**src/rtl/pq_rr_burst_arbiter.sv**
```systemverilog
// Round-robin burst arbiter: rotating-priority lowest-set-bit selection, registered
// burst ownership with a ready handshake, last-beat completion, abort and max-length preemption.
module pq_rr_burst_arbiter #(
    parameter int unsigned WIDTH     = 8,
    parameter int unsigned MAX_BEATS = 4
) (
    input  logic                     CLK,
    input  logic                     RST,
    input  logic [WIDTH-1:0]         req_vec,
    input  logic [WIDTH-1:0]         last_vec,
    input  logic                     ready,
    output logic                     grant_valid,
    output logic [WIDTH-1:0]         grant_one_hot,
    output logic [$clog2(WIDTH)-1:0] grant_index,
    output logic                     beat_fire,
    output logic                     burst_end,
    output logic                     burst_abort,
    output logic                     preempt
);

    localparam int unsigned IDX_W = $clog2(WIDTH);
    localparam int unsigned CNT_W = $clog2(MAX_BEATS + 1);

    typedef enum logic {
        IDLE    = 1'b0,
        GRANTED = 1'b1
    } state_t;

    state_t             state_q, state_d;
    logic [WIDTH-1:0]   owner_oh_q, owner_oh_d;
    logic [IDX_W-1:0]   owner_idx_q, owner_idx_d;
    logic [WIDTH-1:0]   prio_mask_q, prio_mask_d;
    logic [CNT_W-1:0]   beat_count_q, beat_count_d;
    logic [WIDTH-1:0]   win_oh;

    logic granted;
    logic owner_req;
    logic owner_last;
    logic cnt_at_max;
    logic fire_w;
    logic abort_w;
    logic preempt_w;
    logic end_w;

    // Isolate the lowest set bit with the two's-complement trick.
    function automatic logic [WIDTH-1:0] lsb_oh(input logic [WIDTH-1:0] v);
        return v & (~v + WIDTH'(1));
    endfunction

    // Prefer requesters above the last owner; fall back to plain lowest-set-bit.
    function automatic logic [WIDTH-1:0] sel_oh(input logic [WIDTH-1:0] v,
                                                input logic [WIDTH-1:0] mask);
        logic [WIDTH-1:0] m;
        m = v & mask;
        return (|m) ? lsb_oh(m) : lsb_oh(v);
    endfunction

    // Bits strictly above the one-hot position; all-zero for the top requester.
    function automatic logic [WIDTH-1:0] cold_mask(input logic [WIDTH-1:0] oh);
        return ~(oh | (oh - WIDTH'(1)));
    endfunction

    function automatic logic [IDX_W-1:0] oh_to_idx(input logic [WIDTH-1:0] oh);
        logic [IDX_W-1:0] idx;
        idx = '0;
        for (int unsigned i = 0; i < WIDTH; i++) begin
            if (oh[i]) idx = IDX_W'(i);
        end
        return idx;
    endfunction

    // Per-cycle burst events for the current owner; abort wins since no beat can fire.
    assign granted    = (state_q == GRANTED);
    assign owner_req  = |(req_vec & owner_oh_q);
    assign owner_last = |(last_vec & owner_oh_q);
    assign cnt_at_max = (beat_count_q == CNT_W'(MAX_BEATS - 1));
    assign fire_w     = granted & owner_req & ready;
    assign abort_w    = granted & ~owner_req;
    assign preempt_w  = fire_w & ~owner_last & cnt_at_max;
    assign end_w      = fire_w & (owner_last | cnt_at_max);

    // State register.
    always_ff @(posedge CLK) begin
        if (RST) begin
            state_q      <= IDLE;
            owner_oh_q   <= '0;
            owner_idx_q  <= '0;
            prio_mask_q  <= '1;
            beat_count_q <= '0;
        end else begin
            state_q      <= state_d;
            owner_oh_q   <= owner_oh_d;
            owner_idx_q  <= owner_idx_d;
            prio_mask_q  <= prio_mask_d;
            beat_count_q <= beat_count_d;
        end
    end

    // Next-state: arbitration from IDLE, handoff at burst end, beat counting otherwise.
    always_comb begin
        state_d      = state_q;
        owner_oh_d   = owner_oh_q;
        owner_idx_d  = owner_idx_q;
        prio_mask_d  = prio_mask_q;
        beat_count_d = beat_count_q;
        win_oh       = '0;

        case (state_q)
            IDLE: begin
                if (|req_vec) begin
                    win_oh       = sel_oh(req_vec, prio_mask_q);
                    state_d      = GRANTED;
                    owner_oh_d   = win_oh;
                    owner_idx_d  = oh_to_idx(win_oh);
                    beat_count_d = '0;
                end
            end
            GRANTED: begin
                if (end_w || abort_w) begin
                    // Outgoing owner is excluded so a lone requester takes one idle bubble.
                    prio_mask_d  = cold_mask(owner_oh_q);
                    win_oh       = sel_oh(req_vec & ~owner_oh_q, prio_mask_d);
                    beat_count_d = '0;
                    if (|win_oh) begin
                        state_d     = GRANTED;
                        owner_oh_d  = win_oh;
                        owner_idx_d = oh_to_idx(win_oh);
                    end else begin
                        state_d     = IDLE;
                        owner_oh_d  = '0;
                        owner_idx_d = '0;
                    end
                end else if (fire_w) begin
                    beat_count_d = beat_count_q + CNT_W'(1);
                end
            end
        endcase
    end

    // Outputs: grant straight from registers, event pulses suppressed while in reset.
    always_comb begin
        grant_valid   = granted;
        grant_one_hot = owner_oh_q;
        grant_index   = owner_idx_q;
        beat_fire     = fire_w & ~RST;
        burst_end     = end_w & ~RST;
        burst_abort   = abort_w & ~RST;
        preempt       = preempt_w & ~RST;
    end

endmodule

```
**config.mk**
```make
export PLATFORM = sky130hd
export DESIGN_NAME = pq_rr_burst_arbiter
export DESIGN_NICKNAME = d
export VERILOG_FILES = /design/src/rtl/pq_rr_burst_arbiter.sv
export SDC_FILE = /design/constraint.sdc
export NUM_CORES = 1
export LEC_CHECK = 0
export CAP_MARGIN = 20
export CELL_PAD_IN_SITES_DETAIL_PLACEMENT = 0
export CELL_PAD_IN_SITES_GLOBAL_PLACEMENT = 1
export CORE_AREA = 2 2 70 72
export DETAILED_ROUTE_END_ITERATION = 8
export DIE_AREA = 0 0 72 74
export PLACE_DENSITY = 0.84
export SLEW_MARGIN = 20
export SYNTH_ARGS = -nofsm -noshare
export SYNTH_HDL_FRONTEND = slang
export SYNTH_SLANG_ARGS = --single-unit
```
**constraint.sdc**
```tcl
create_clock -name CLK -period 4.65 [get_ports CLK]
set_input_delay 0.93 -clock CLK [delete_from_list [all_inputs] [get_ports CLK]]
set_output_delay 0.93 -clock CLK [all_outputs]
set_load 0.01 [all_outputs]
```
==> metrics.cfg <==
[setup_path]
cp-startpoint = req_vec[3]
reg2reg_from = grant_one_hot[0]$_SDFFE_PP0P_
endpoint_kind = primary output
cp.buffers_inverters = 2
worstPathRequired_ns = 3.72
crit_family = buffers and inverters
arrival_ns = 3.07
cp-start-kind = input port
r2r_end = grant_index[1]$_SDFFE_PP0P_
reg2reg_setup_slack_ns = 1.86
slowest_stage = clkdlybuf4s50_1
ff2ff_path_depth = 7
critPathMaxFanout = 9
max_stage_delay_ns = 0.66
worstPathCellList = clkdlybuf4s50_1 -> a22oi_1 -> nand4_2 -> nand2_1 -> nor3b_1 -> and3_1 -> clkdlybuf4s50_1
crit_type = in2out
path_common_cell = clkdlybuf4s50_1

[pwr]
comb_power_share_pct = 66.0
powerDensity_mw_per_mm2 = 754.8
intPower_uw = 815.8
totalPowerFinal_mw = 1.630
p_leak_nw = 0.7856
peakVddDrop_v = 0.0004373
power_switching_share_pct = 49.95
seqPwrFrac_pct = 26.0
p_sw_uw = 814.3
clock_power_share_pct = 8.0

[placed_design]
gp_congestion = 0.9209
dp_cells = 306
io_buffers = 34
pre_cts_ws_ns = 0.6556
place_area_mm2 = 0.002115
dp_hpwl_um = 3891

[floorplan]
pin_count = 35
rows = 25
fp.dieH_um = 74
die_w_um = 72
dieArea_mm2 = 0.005328
coreArea_mm2 = 0.004598
start_util_pct = 38.39

[sta]
relSlewSlack_pct = 53.14
rsz0062_at_grt = false
fin_ws_ns = 0.6525
hold_violations = 0
timing.fmax_mhz = 250.2
setup_tns_ns = 0
drv_slew = 0
hold-worst-slack_ns = 0.4630
finalCritPeriodShare_pct = 85.97
worst_pin_slew_ns = 0.6975
fin_skew_ns = 0.002048
final.min_clock_period_ns = 3.997
setup_viol_count_final = 0

[yosys]
synth_area_leader_cell = dfxtp_1
synth_area_mm2 = 0.001765
synth_compound_area_share_pct = 32.60
synth-seq-area-share_pct = 26.08
yosys_warnings = 0
synthAdderAreaFrac_pct = 1.417
synthTopCellsByCount = dfxtp_1, nand2_1, nor2_1
synth_top_area_share_pct = 26.08
synth-simple-area-share_pct = 30.76
synth_edf_count = 0
synth_area_leaders = dfxtp_1, a22oi_1, nand2_1
ys_ff_latch = 23
synth_top_family_by_area = compound AO/OA/AOI/OAI gates
synthMuxAreaShare_pct = 1.772
yosysMostFrequentCell = dfxtp_1
postSynthCellCount = 229
ys_types = 65
ys_async_sr_fraction_pct = 0
avgSynthCellArea_um2 = 7.709
synth_nets = 250
synthXorXnorAreaFrac_pct = 0
synth_flop_cell = dfxtp_1

[finish]
final_nets = 278
final_util_pct = 46.97
layout.cells.non_filler = 310
finalInstanceArea_mm2 = 0.002160
synthToLayoutAreaGrowth_pct = 22.32
drive_gt1_share_pct = 8.594
fill_cells = 469
antenna_cells = 0

[worst_hold_path]
hp-class = reg2reg
holdPathStages = 2
hp-start = beat_count_q[2]$_SDFFE_PP0P_
worstHoldEndpoint = beat_count_q[2]$_SDFFE_PP0P_

[global_routing]
first_global_vias = 1707
gr-total-overflow = 0
grt_first_pass_wirelength_um = 8514
grt_max_degree = 18
grt_antenna_before_repair = 0
grt_usage_pct = 20.37

[drt]
drt_iter0_drc = 140
via_count = 1885
firstDrtPassIters = 4
viasPerCell = 6.081
drc = 0
ant_nets = 0
routedWlPerCell_um = 16.72
wl_um = 5183

[clock_network]
cts_buffers = 3
cts_resized = 0
cts_root_buffer = clkbuf_8
cts.htree.levels = 1
cts.clk_slew.worst_paths_ns = 0.08
insertion_delay_ns = 0.27
ctsHoldBuffers = 0
cts_setup_buffers = 0
tritoncts = yes
cts_buffer_depth = 2
clock-sinks = 23

[status]
outcome = finished clean

[job]
max-cap-violations = 0

## cells in the final DEF, fill, tap and decap left out, drive strengths merged, types with 5 or more instances in the layout
| cell type | n |
|---|---|
| clkdlybuf4s50 | 34 |
| dfxtp | 23 |
| nand2 | 22 |
| nor2 | 22 |
| a21oi | 16 |
| o21ai | 13 |
| inv | 12 |
| nor3 | 12 |
| a22oi | 11 |
| nand3 | 8 |
| o311ai | 6 |
| nand4 | 5 |
## power groups by stage
stage	Clock, mW	Sequential (mW)	Combinational [mW]
CTS	0.133	0.425	1.07
global placement	0	0.431	1.06
detailed placement	0	0.430	1.06
floorplan	0	0.367	0.827
finish	0.130	0.425	1.08
global route	0.138	0.441	1.19
## tightest hold or removal path, cell delays in order, from the launching register on
cell and delay, ns:
dfxtp_1 0.32, nand2_1 0.05, a21oi_1 0.05
## layout make-up
class | count | area (µm²) | share of cell area (%)
Multi-Input combinational cell | 179 | 1175 | 54.40
Sequential cell | 23 | 460.4 | 21.32
Timing Repair Buffer | 37 | 362.8 | 16.80
Tap cell | 54 | 67.56 | 3.129
Inverter | 13 | 48.80 | 2.260
Clock buffer | 4 | 45.04 | 2.086
## kinds of logic (layout without fill, tap and decap cells)
group / Yosys count / count (layout)
simple gates: 97 / 97
compound gates: 77 / 77
buf+inv: 27 / 54
mux: 3 / 3
flops: 23 / 23
fa+ha+maj: 2 / 2
## how the worst max path moves through the flow
stage / slack, ns / cells after the start / endpoint
CTS: 0.64 / 7 / preempt
global placement: 0.69 / 7 / preempt
detailed placement: 0.66 / 7 / preempt
finish: 0.65 / 7 / preempt
global route: 0.54 / 7 / preempt
floorplan: 1.51 / 6 / preempt
## state kept, by name, summed over array words and instances (netlist names)
name and flops:
grant_one_hot 8, grant_valid 1, beat_count_q 3, grant_index 3
prio_mask_q 8
## routing by layer
| metal | vias to the layer above | wire length, µm | share of wire [%] | GRT usage [%] |
|---|---|---|---|---|
| met2 | 56 | 2346 | 45 | 32.82 |
| met4 | 0 | 44 | 0.85 | 4.193 |
| met3 | 4 | 285 | 5.5 | 4.201 |
| met5 | - | 0 | 0 | 0 |
| met1 | 905 | 2507 | 48 | 28.44 |
| li1 | 920 | - | - | - |
No activity file was read; power rests on OpenSTA's default activity.
